===== src/rtl/rc4_pkg.sv =====
// Shared types and constants for the RC4 key-scheduling engine.
package rc4_pkg;
  localparam int S_SIZE     = 256;
  localparam int KEY_BYTE_W = 8;

  typedef enum logic [3:0] {
    IDLE   = 4'd0,
    FILL   = 4'd1,
    RD_I   = 4'd2,
    WAIT_I = 4'd3,
    CALC_J = 4'd4,
    RD_J   = 4'd5,
    WAIT_J = 4'd6,
    WR_J   = 4'd7,
    WR_I   = 4'd8,
    DONE   = 4'd9
  } ksa_state_e;
endpackage


===== src/rtl/rc4_ksa_engine_key_byte_sel.sv =====
// Selects key byte idx from a packed key whose byte 0 sits in the top bits.
module key_byte_sel
  import rc4_pkg::*;
#(
  parameter int KEY_BYTES = 3,
  parameter int IDX_W     = (KEY_BYTES > 1) ? $clog2(KEY_BYTES) : 1
) (
  input  logic [KEY_BYTE_W*KEY_BYTES-1:0] key,
  input  logic [IDX_W-1:0]                idx,
  output logic [KEY_BYTE_W-1:0]           key_byte
);

  always_comb begin
    key_byte = '0;
    for (int k = 0; k < KEY_BYTES; k++) begin
      if (idx == IDX_W'(k)) begin
        key_byte = key[KEY_BYTE_W*(KEY_BYTES-k)-1 -: KEY_BYTE_W];
      end
    end
  end

endmodule


===== src/rtl/rc4_ksa_engine.sv =====
// RC4 key-scheduling engine: optional identity fill of S, then the 256-step
// swap shuffle against an external S-RAM with fixed read latency RD_LAT.
module rc4_ksa_engine
  import rc4_pkg::*;
#(
  parameter int  KEY_BYTES = 3,
  parameter int  RD_LAT    = 2,
  parameter int  INIT_EN   = 1,
  localparam int KEY_W     = KEY_BYTE_W * KEY_BYTES
) (
  input  logic             clk,
  input  logic             reset,
  input  logic             start,
  input  logic             abort,
  input  logic [KEY_W-1:0] secret_key,
  input  logic [7:0]       q,
  output logic [7:0]       address,
  output logic [7:0]       data,
  output logic             wren,
  output logic             busy,
  output logic             done,
  output logic             aborted,
  output ksa_state_e       dbg_state
);

  localparam int         KIW      = (KEY_BYTES > 1) ? $clog2(KEY_BYTES) : 1;
  localparam logic [1:0] LAT_LAST = 2'(RD_LAT - 1);
  localparam logic [KIW-1:0] KIDX_LAST = KIW'(KEY_BYTES - 1);

  ksa_state_e     state_q, state_d;
  logic [7:0]     i_q, i_d;
  logic [7:0]     j_q, j_d;
  logic [7:0]     si_q, si_d;
  logic [7:0]     sj_q, sj_d;
  logic [KIW-1:0] kidx_q, kidx_d;
  logic [1:0]     wcnt_q, wcnt_d;
  logic [7:0]     address_q, address_d;
  logic [7:0]     data_q, data_d;
  logic           wren_q, wren_d;
  logic           busy_q, busy_d;
  logic           done_q, done_d;
  logic           aborted_q, aborted_d;
  logic [7:0]     key_byte;

  key_byte_sel #(
    .KEY_BYTES (KEY_BYTES),
    .IDX_W     (KIW)
  ) u_key_byte_sel (
    .key      (secret_key),
    .idx      (kidx_q),
    .key_byte (key_byte)
  );

  always_comb begin
    state_d   = state_q;
    i_d       = i_q;
    j_d       = j_q;
    si_d      = si_q;
    sj_d      = sj_q;
    kidx_d    = kidx_q;
    wcnt_d    = wcnt_q;
    done_d    = 1'b0;
    aborted_d = 1'b0;

    case (state_q)
      IDLE: begin
        if (start) begin
          i_d     = '0;
          j_d     = '0;
          kidx_d  = '0;
          state_d = (INIT_EN != 0) ? FILL : RD_I;
        end
      end
      // i doubles as the fill counter and is cleared before the shuffle.
      FILL: begin
        if (i_q == 8'hFF) begin
          i_d     = '0;
          state_d = RD_I;
        end else begin
          i_d = i_q + 8'd1;
        end
      end
      RD_I: begin
        wcnt_d  = '0;
        state_d = WAIT_I;
      end
      WAIT_I: begin
        if (wcnt_q == LAT_LAST) begin
          si_d    = q;
          state_d = CALC_J;
        end else begin
          wcnt_d = wcnt_q + 2'd1;
        end
      end
      CALC_J: begin
        j_d     = j_q + si_q + key_byte;
        state_d = RD_J;
      end
      RD_J: begin
        wcnt_d  = '0;
        state_d = WAIT_J;
      end
      WAIT_J: begin
        if (wcnt_q == LAT_LAST) begin
          sj_d    = q;
          state_d = WR_J;
        end else begin
          wcnt_d = wcnt_q + 2'd1;
        end
      end
      WR_J: state_d = WR_I;
      WR_I: begin
        if (i_q == 8'hFF) begin
          state_d = DONE;
        end else begin
          i_d     = i_q + 8'd1;
          kidx_d  = (kidx_q == KIDX_LAST) ? '0 : kidx_q + KIW'(1);
          state_d = RD_I;
        end
      end
      DONE: begin
        done_d  = 1'b1;
        state_d = IDLE;
      end
      default: state_d = IDLE;
    endcase

    if (abort && (state_q != IDLE)) begin
      state_d   = IDLE;
      done_d    = 1'b0;
      aborted_d = 1'b1;
    end

    // Bus outputs are registered, so they are derived from the next state.
    address_d = '0;
    data_d    = '0;
    wren_d    = 1'b0;
    case (state_d)
      FILL: begin
        address_d = i_d;
        data_d    = i_d;
        wren_d    = 1'b1;
      end
      RD_I, WAIT_I, CALC_J: address_d = i_d;
      RD_J, WAIT_J:         address_d = j_d;
      WR_J: begin
        address_d = j_d;
        data_d    = si_d;
        wren_d    = 1'b1;
      end
      WR_I: begin
        address_d = i_d;
        data_d    = sj_d;
        wren_d    = 1'b1;
      end
      default: ;
    endcase
    busy_d = (state_d != IDLE);
  end

  always_ff @(posedge clk or negedge reset) begin
    if (!reset) begin
      state_q   <= IDLE;
      i_q       <= '0;
      j_q       <= '0;
      si_q      <= '0;
      sj_q      <= '0;
      kidx_q    <= '0;
      wcnt_q    <= '0;
      address_q <= '0;
      data_q    <= '0;
      wren_q    <= 1'b0;
      busy_q    <= 1'b0;
      done_q    <= 1'b0;
      aborted_q <= 1'b0;
    end else begin
      state_q   <= state_d;
      i_q       <= i_d;
      j_q       <= j_d;
      si_q      <= si_d;
      sj_q      <= sj_d;
      kidx_q    <= kidx_d;
      wcnt_q    <= wcnt_d;
      address_q <= address_d;
      data_q    <= data_d;
      wren_q    <= wren_d;
      busy_q    <= busy_d;
      done_q    <= done_d;
      aborted_q <= aborted_d;
    end
  end

  assign address   = address_q;
  assign data      = data_q;
  assign wren      = wren_q;
  assign busy      = busy_q;
  assign done      = done_q;
  assign aborted   = aborted_q;
  assign dbg_state = state_q;

endmodule


===== config.mk =====
export PLATFORM = sky130hd
export DESIGN_NAME = rc4_ksa_engine
export DESIGN_NICKNAME = d
export VERILOG_FILES = /design/src/rtl/rc4_pkg.sv /design/src/rtl/rc4_ksa_engine_key_byte_sel.sv /design/src/rtl/rc4_ksa_engine.sv
export SDC_FILE = /design/constraint.sdc
export NUM_CORES = 1
export LEC_CHECK = 0
export ABC_CLOCK_PERIOD_IN_PS = 3300
export CORE_MARGIN = 2
export CORE_UTILIZATION = 45
export CTS_CLUSTER_DIAMETER = 150
export DETAILED_ROUTE_END_ITERATION = 16
export PLACE_DENSITY_LB_ADDON = 0.15
export SLEW_MARGIN = 20
export SYNTH_ARGS = -nofsm -noshare
export SYNTH_HDL_FRONTEND = slang
export SYNTH_SLANG_ARGS = --single-unit

===== constraint.sdc =====
create_clock -name clk -period 3.3 [get_ports clk]
set_input_delay 0.66 -clock clk [delete_from_list [all_inputs] [get_ports clk]]
set_output_delay 0.66 -clock clk [all_outputs]
set_load 0.01 [all_outputs]

**Yosys cells after proc, flatten, opt, wreduce, memory -nomap -nowiden**

Index checks and enable logic that the tools add are counted.

- Register bits: 60
- Bits of input ports: 36
- Output and inout bits: 24
- Logic and storage cells: 88

- Add/subtract/negate cells: 5
- Equality and inequality tests: 24
- Multiplexer cells: 32
- Reduce and logical (&&, ||, !) cells: 14

Operators by type and width:

| cell | number |
|---|---|
| two-way mux 8 bit | 11 |
| one-hot mux 8 bit (3 select lines) | 2 |
| one-hot mux 4 bit (9 select lines) | 1 |
| == test 4 x 3 -> 1 bit (second input constant) | 8 |
| one-hot mux 8 bit (2 select lines) | 2 |
| two-way mux 4 bit | 6 |
| adder 8 bit | 2 |
| == test 4 x 2 -> 1 bit (second input constant) | 4 |
| == test 4 bit (second input constant) | 3 |
| adder 8 x 1 -> 8 bit (second input constant) | 1 |
| == test 4 x 1 -> 1 bit (second input constant) | 2 |
| == test 8 bit (second input constant) | 1 |
| two-way mux 2 bit | 4 |
| one-hot mux 2 bit (2 select lines) | 2 |
| nonzero test 4 bit | 2 |
| != test 2 bit (second input constant) | 3 |
| OR reduction 3 bit | 2 |
| OR reduction 5 bit | 1 |
| adder 2 x 1 -> 2 bit (second input constant) | 2 |
| == test 2 x 1 -> 1 bit (second input constant) | 2 |
| logical NOT 4 bit | 1 |
| two-way mux 1 bit | 4 |
| nonzero test 2 bit | 2 |
| OR reduction 2 bit | 2 |
| other kinds (5) | 5 |

**Logic depth before layout (Yosys ltp)**

- Depth after elaboration: 7
- Mapped depth: 15
- Gate-level depth less buffers: 14

**Hierarchy**

Synthesis repeated with hierarchy kept, for this count alone.

- Cell total of the unflattened synthesis: 316
- Area total of the unflattened synthesis: 3,589.7 um^2

By module, submodules not included:

| module | instances | cells an instance | area each (um^2) | sequential area each (um^2) |
|---|---|---|---|---|
| rc4_ksa_engine | 1 | 296 | 3,392.0 | 1,501.4 |
| key_byte_sel | 1 | 20 | 197.7 | 0.0 |

**Worst setup path before layout**

Ideal clock, no wire load.

- Kind: reg-to-reg
- Start point: register kidx_q[0]
- End point: register address_q[7] (netlist: address[7])
- Setup time: 0.121 ns
- Arrival time: 3.101 ns
- Data required time: 3.179 ns
- Path slack: 0.078 ns
- Stages on the path, launching flop included: 16
- Buffers on the path: 1
- Period minus slack after synthesis: 3.222 ns
- Path through: dfrtp_1 buf_1 nor2b_1 nand2_1 o21ai_0 fa_1 ha_1 inv_1 fa_1 inv_1 a21o_1 a211o_1 xnor2_1 a21oi_1 o22ai_1 a22o_1

- Cells in the longest elaborated chain, start to end: 7
- Elaborated cells between the ends (all ways): 9
- Those cells by class: 1 x add/sub; 2 x eq/ne; 5 x mux; 1 x reduce/logical

Ends and longest elaborated chain:

| item | line | RTL |
|---|---|---|
| start: declaration | rc4_ksa_engine.sv:35 | `logic [KIW-1:0] kidx_q, kidx_d;` |
| start signal: assignment | rc4_ksa_engine.sv:182 | `kidx_q <= kidx_d;` |
| logical NOT 2 bit | rc4_ksa_engine_key_byte_sel.sv:16 | `if (idx == IDX_W'(k)) begin` |
| two-way mux 8 bit (2 in a row) | rc4_ksa_engine_key_byte_sel.sv:16 |  |
| two-way mux 8 bit (*) | rc4_ksa_engine_key_byte_sel.sv:16 |  |
| adder 8 bit (*) | rc4_ksa_engine.sv:96 | `j_d = j_q + si_q + key_byte;` |
| one-hot mux 8 bit (2 select lines) (*) | rc4_ksa_engine.sv:65 | `case (state_q)` |
| net j_d[7] | rc4_ksa_engine.sv:32 | `logic [7:0] j_q, j_d;` |
| one-hot mux 8 bit (2 select lines) (*) | rc4_ksa_engine.sv:138 | `case (state_d)` |
| net address_d[7] | rc4_ksa_engine.sv:37 | `logic [7:0] address_q, address_d;` |
| end signal: assignment | rc4_ksa_engine.sv:184 | `address_q <= address_d;` |
| end: declaration | rc4_ksa_engine.sv:37 |  |

Mark *: on every way through the listed nets, which the timed path passes. The rest lies on a longest branch.
A chain may end at the register's enable or synchronous reset.

**Final worst setup path**

- Start point: input port secret_key[11]
- End point: register address_q[7] (netlist: address[7])

- Cells in the longest elaborated chain, start to end: 5

Ends and longest elaborated chain:

| item | line | RTL |
|---|---|---|
| start: declaration | rc4_ksa_engine.sv:15 | `input logic [KEY_W-1:0] secret_key,` |
| two-way mux 8 bit (2 in a row) | rc4_ksa_engine_key_byte_sel.sv:16 |  |
| adder 8 bit | rc4_ksa_engine.sv:96 |  |
| one-hot mux 8 bit (2 select lines) | rc4_ksa_engine.sv:65 |  |
| net j_d[7] | rc4_ksa_engine.sv:32 |  |
| one-hot mux 8 bit (2 select lines) | rc4_ksa_engine.sv:138 |  |
| net address_d[7] | rc4_ksa_engine.sv:37 |  |

The timed path passes the listed nets, and every way through them passes these cells.

==> impl_results.html <==
<table>
<tr><th>Metric</th><th>Value</th></tr>
<tr><th colspan="2">Logic synthesis</th></tr>
<tr><td>Most common flop cell mapped by yosys</td><td>sky130_fd_sc_hd__dfrtp_1</td></tr>
<tr><td>Unique cell type count in the Yosys netlist</td><td>59</td></tr>
<tr><td>Synthesized-area fraction occupied by and/or/nand/nor cells</td><td>14.4%</td></tr>
<tr><td>Portion of synthesized cell area occupied by the leading cell type</td><td>43.7%</td></tr>
<tr><td>Register area share after synthesis</td><td>43.7%</td></tr>
<tr><td>Nets in the synthesized netlist</td><td>374</td></tr>
<tr><td>Cell area after synthesis</td><td>3440 um2</td></tr>
<tr><td>FFs w/ async S/R, synth</td><td>100%</td></tr>
<tr><td>Synthesized-area fraction occupied by adder cells</td><td>7.94%</td></tr>
<tr><td>Xor/xnor cell area share of the yosys netlist</td><td>2.77%</td></tr>
<tr><td>Portion of netlist area occupied by mux cells</td><td>8.27%</td></tr>
<tr><td>Warnings from Yosys</td><td>0</td></tr>
<tr><td>Number of flops mapped to enable cells by yosys</td><td>0</td></tr>
<tr><td>Post-synthesis instance total</td><td>321</td></tr>
<tr><td>Register bit total from synthesis</td><td>60</td></tr>
<tr><td>Fraction of the mapped netlist area in compound gates</td><td>17.1%</td></tr>
<tr><td>Dominant combinational cell family by area after synthesis</td><td>compound AO/OA/AOI/OAI gates</td></tr>
<tr><td>Top cells by area in the synthesized netlist</td><td>sky130_fd_sc_hd__dfrtp_1 44%, sky130_fd_sc_hd__mux2i_1 7.3%, sky130_fd_sc_hd__fa_1 4.7%, sky130_fd_sc_hd__o21ai_0 3.6%, sky130_fd_sc_hd__a22o_1 3.6%</td></tr>
<tr><td>Post-synthesis average cell area</td><td>10.7 um2</td></tr>
<tr><td>Biggest area consumer among synthesized cells</td><td>sky130_fd_sc_hd__dfrtp_1</td></tr>
<tr><th colspan="2">Die</th></tr>
<tr><td>Core Rows</td><td>31</td></tr>
<tr><td>Number of primary I/O pins</td><td>60</td></tr>
<tr><td>Area of the core</td><td>7330 um2</td></tr>
<tr><td>Starting utilization of the core area</td><td>46.9%</td></tr>
<tr><td>Floorplan die area</td><td>8350 um2</td></tr>
<tr><td>Horizontal die dimension</td><td>91.4 um</td></tr>
<tr><td>DIE HEIGHT</td><td>91.4 um</td></tr>
<tr><th colspan="2">Timing</th></tr>
<tr><td>Count of endpoints failing hold in the final timing report</td><td>0</td></tr>
<tr><td>Slew margin rel.</td><td>50.1%</td></tr>
<tr><td>Maximum achievable frequency</td><td>321 MHz</td></tr>
<tr><td>Worst hold slack after final layout</td><td>0.465 ns</td></tr>
<tr><td>Setup violators final</td><td>0</td></tr>
<tr><td>Final number of max-transition violations</td><td>0</td></tr>
<tr><td>Final critical path time including I/O delays and setup</td><td>3.11 ns</td></tr>
<tr><td>Actual slew at the worst max-slew pin</td><td>0.748 ns</td></tr>
<tr><td>Clk_skew</td><td>0.00887 ns</td></tr>
<tr><td>Final clock period utilization by the worst path</td><td>94.4%</td></tr>
<tr><th colspan="2">Placement</th></tr>
<tr><td>Total placed cells including tap cells</td><td>474</td></tr>
<tr><td>Instance area after placement</td><td>4120 um2</td></tr>
<tr><td>Placer Congestion</td><td>0.854</td></tr>
<tr><td>IO Port Bufs</td><td>59</td></tr>
<tr><td>DP Wirelength</td><td>5840 um</td></tr>
<tr><th colspan="2">Pwr</th></tr>
<tr><td>Worst voltage drop across the vdd grid</td><td>279 uV</td></tr>
<tr><td>Sw Pwr</td><td>768 uW</td></tr>
<tr><td>Sequential share of power</td><td>37.9%</td></tr>
<tr><td>Clock power frac</td><td>28.6%</td></tr>
<tr><td>Total internal power</td><td>1580 uW</td></tr>
<tr><td>Combinational share of power</td><td>33.5%</td></tr>
<tr><td>Areal power density over the cells</td><td>536 nW/um2</td></tr>
<tr><td>Sw frac</td><td>32.8%</td></tr>
<tr><td>Leak</td><td>0.00204 uW</td></tr>
<tr><th colspan="2">Clocking</th></tr>
<tr><td>Clock-pin transition on the worst setup and hold timing paths</td><td>0.07 ns</td></tr>
<tr><td>Inserted Clock Buffers</td><td>9</td></tr>
<tr><td>Clock latency on the worst-skew pair</td><td>0.34 ns</td></tr>
<tr><td>Max H-tree Level</td><td>3</td></tr>
<tr><td>Clock root buffer</td><td>sky130_fd_sc_hd__clkbuf_8</td></tr>
<tr><td>Largest buffer count on any clock path</td><td>2</td></tr>
<tr><td>TritonCTS sink count</td><td>60</td></tr>
<tr><td>TritonCTS clock tree</td><td>yes</td></tr>
<tr><th colspan="2">Finish</th></tr>
<tr><td>Final cell area excluding filler cells</td><td>4370 um2</td></tr>
<tr><td>Inserted Diodes</td><td>0</td></tr>
<tr><td>Layout area overhead</td><td>27.2%</td></tr>
<tr><td>Fill cell count</td><td>631</td></tr>
<tr><td>Layout cells sized above 1</td><td>14.2%</td></tr>
<tr><td>Net count, final</td><td>441</td></tr>
<tr><td>Count of non-filler cells in the finished layout</td><td>492</td></tr>
<tr><th colspan="2">Worst setup path</th></tr>
<tr><td>Kind of start point of the critical path</td><td>primary input</td></tr>
<tr><td>Cell at the slowest stage of the critical path</td><td>sky130_fd_sc_hd__clkdlybuf4s50_1</td></tr>
<tr><td>Arrival time of data at the critical path endpoint</td><td>3.35 ns</td></tr>
<tr><td>Required time reported for the critical path endpoint</td><td>3.53 ns</td></tr>
<tr><td>Largest stage delay on the critical path</td><td>0.45 ns</td></tr>
<tr><td>Maximum fanout along the worst path</td><td>3</td></tr>
<tr><td>Ordered list of cells on the worst path</td><td>clkdlybuf4s50_1 -&gt; mux2i_1 -&gt; o21ai_0 -&gt; fa_1 -&gt; ha_1 -&gt; a21o_1 -&gt; a211o_1 -&gt; xnor2_2 -&gt; a21oi_2 -&gt; o22ai_2 -&gt; a22o_1</td></tr>
<tr><td>Type of destination of the critical path</td><td>flip-flop</td></tr>
<tr><td>WS Path Type</td><td>primary input to flip-flop</td></tr>
<tr><th colspan="2">Routing</th></tr>
<tr><td>DRC violations left</td><td>0</td></tr>
<tr><td>Number of antenna-violating nets in the routed design</td><td>0</td></tr>
<tr><td>1st-pass router iterations</td><td>4</td></tr>
<tr><td>WL/cell</td><td>15.8 um</td></tr>
<tr><td>Via-per-instance ratio</td><td>5.36</td></tr>
<tr><td>DR vias</td><td>2636</td></tr>
<tr><td>Initial detailed-routing violation count</td><td>154</td></tr>
<tr><td>Routed wire length</td><td>7760 um</td></tr>
<tr><th colspan="2">Flow run</th></tr>
<tr><td>Count of maximum capacitance violations</td><td>0</td></tr>
<tr><th colspan="2">Global routing</th></tr>
<tr><td>Wire length of the first global-routing pass</td><td>13000 um</td></tr>
<tr><td>Via count of the first global-routing pass</td><td>2594</td></tr>
<tr><td>Antenna violations before repair</td><td>0</td></tr>
<tr><td>Remaining global-route overflow</td><td>0</td></tr>
<tr><td>Gr usage total</td><td>19.9%</td></tr>
<tr><td>Pin count of the biggest net entering global routing</td><td>61</td></tr>
<tr><th colspan="2">Min path</th></tr>
<tr><td>Hold WC Path Type</td><td>primary input to async pin</td></tr>
<tr><th colspan="2">Run status</th></tr>
<tr><td>Outcome</td><td>completed</td></tr>
</table>
-- layer usage --
layer / part of all wire, % / vias up / global-route usage [%]
met4: 1.4 / 0 / 6.44
met1: 47 / 1279 / 27.3
li1: - / 1282 / -
met2: 47 / 66 / 30.9
met3: 5.2 / 9 / 4.81
met5: 0 / - / 0
-- registers in the layout (all words and copies together), names as in the netlist --
signal,flops
aborted,1
address,8
busy,1
data,8
dbg_state,4
done,1
i_q,8
j_q,8
kidx_q,2
si_q,8
sj_q,8
wcnt_q,2
wren,1
-- critical path, delay by kind of cell --
family / cells / cell delay, ns
AOI/OAI and AO/OA: 6 / 1.20
xor gates and xnor gates: 1 / 0.17
buffers and inverters: 1 / 0.45
adders and majority gates: 2 / 0.80
muxes: 1 / 0.06
-- cell usage in the layout (no fill, tap or decap), types with 5 or more instances in the layout --
| cell | count |
|---|---|
| sky130_fd_sc_hd__a21o_1 | 5 |
| sky130_fd_sc_hd__a21oi_1 | 11 |
| sky130_fd_sc_hd__a22o_1 | 14 |
| sky130_fd_sc_hd__and3_1 | 6 |
| sky130_fd_sc_hd__buf_4 | 12 |
| sky130_fd_sc_hd__clkbuf_8 | 11 |
| sky130_fd_sc_hd__clkdlybuf4s50_1 | 56 |
| sky130_fd_sc_hd__dfrtp_1 | 60 |
| sky130_fd_sc_hd__fa_1 | 7 |
| sky130_fd_sc_hd__ha_1 | 8 |
| sky130_fd_sc_hd__inv_1 | 25 |
| sky130_fd_sc_hd__mux2i_1 | 25 |
| sky130_fd_sc_hd__nand2_1 | 30 |
| sky130_fd_sc_hd__nand3_1 | 6 |
| sky130_fd_sc_hd__nor2_1 | 7 |
| sky130_fd_sc_hd__o21ai_0 | 24 |
| sky130_fd_sc_hd__o221ai_1 | 6 |
| sky130_fd_sc_hd__xor2_1 | 5 |
-- power by group through the flow --
stage	registers, uW	logic, uW	clock network [uW]
floorplan	900	486	0
global placement	900	759	0
detailed placement	902	764	0
CTS	888	771	685
global route	900	868	718
finish	889	784	670
-- kinds of logic (layout without fill, tap and decap cells) --
family / count (synthesis) / after routing
multiplexers: 28 / 28
AO/OA/AOI/OAI: 82 / 82
buffers and inverters: 42 / 114
adder cells (fa/ha/maj): 17 / 17
AND/OR/NAND/NOR: 82 / 82
flip-flops: 60 / 60
XOR/XNOR: 10 / 10
-- per-stage QoR --
stage / total power (uW) / util (%) / TNS (ns) / setup WS, ns
6_report: 2340 / 59.6 / 0 / 0.186
4_1_cts: 2340 / 59.0 / 0 / 0.0584
3_3_place_gp: 1660 / 56.2 / -0.412 / -0.216
2_1_floorplan: 1390 / - / 0 / 0.0783
3_5_place_dp: 1670 / 56.2 / -0.597 / -0.299
5_1_grt: 2490 / 59.6 / -0.0108 / -0.0108
-- path summary, 6_finish.rpt --
check	from	endpoint	slack (ns)	cells after the start
worst max-delay path	secret_key[11]	address[7]	0.19	11
worst min-delay path	reset	sj_q[0]	0.46	2
worst max register to register	kidx_q[0]	address[7]	0.20	14
worst min register to register	sj_q[7]	sj_q[7]	0.48	2
max in group asynchronous	reset	wcnt_q[1]	2.34	2
min in group clk	sj_q[7]	sj_q[7]	0.48	2
-- cell usage after synthesis (2+ instances only) --
library cell,count
sky130_fd_sc_hd__a21o_1,5
sky130_fd_sc_hd__a21oi_1,12
sky130_fd_sc_hd__a22o_1,14
sky130_fd_sc_hd__a41oi_1,2
sky130_fd_sc_hd__and2_1,2
sky130_fd_sc_hd__and2b_1,2
sky130_fd_sc_hd__and3_1,6
sky130_fd_sc_hd__and4_1,2
sky130_fd_sc_hd__buf_2,6
sky130_fd_sc_hd__buf_4,3
sky130_fd_sc_hd__buf_6,3
sky130_fd_sc_hd__dfrtp_1,60
sky130_fd_sc_hd__fa_1,8
sky130_fd_sc_hd__ha_1,9
sky130_fd_sc_hd__inv_1,27
sky130_fd_sc_hd__mux2_2,3
sky130_fd_sc_hd__mux2i_1,25
sky130_fd_sc_hd__nand2_1,30
sky130_fd_sc_hd__nand2b_1,2
sky130_fd_sc_hd__nand3_1,6
sky130_fd_sc_hd__nand3b_1,3
sky130_fd_sc_hd__nand4_1,2
sky130_fd_sc_hd__nand4b_1,3
sky130_fd_sc_hd__nor2_1,7
sky130_fd_sc_hd__nor2b_1,2
sky130_fd_sc_hd__nor3_1,3
sky130_fd_sc_hd__nor4_1,2
sky130_fd_sc_hd__nor4b_4,2
sky130_fd_sc_hd__o21ai_0,25
sky130_fd_sc_hd__o21ai_1,3
sky130_fd_sc_hd__o221ai_1,6
sky130_fd_sc_hd__o22ai_1,2
sky130_fd_sc_hd__xnor2_1,4
sky130_fd_sc_hd__xor2_1,5
-- layout make-up --
cell class / instances / area (um2) / area share, %
inverters: 27 / 101 / 2.32
flip-flops and latches: 60 / 1500 / 34.4
well taps: 99 / 124 / 2.84
multi-input cells: 219 / 1760 / 40.3
clock inverters: 4 / 47.5 / 1.09
repair buffers: 71 / 681 / 15.6
clock buffers: 12 / 155 / 3.55
-- repair_timing --
item / CTS / global route
hold buffers: 0 / 0
gates resized for setup: 0 / 11
setup endpoints to repair: 0 / 2
setup buffers: 0 / 2
Note: power is estimated with default switching activity, not from simulation.
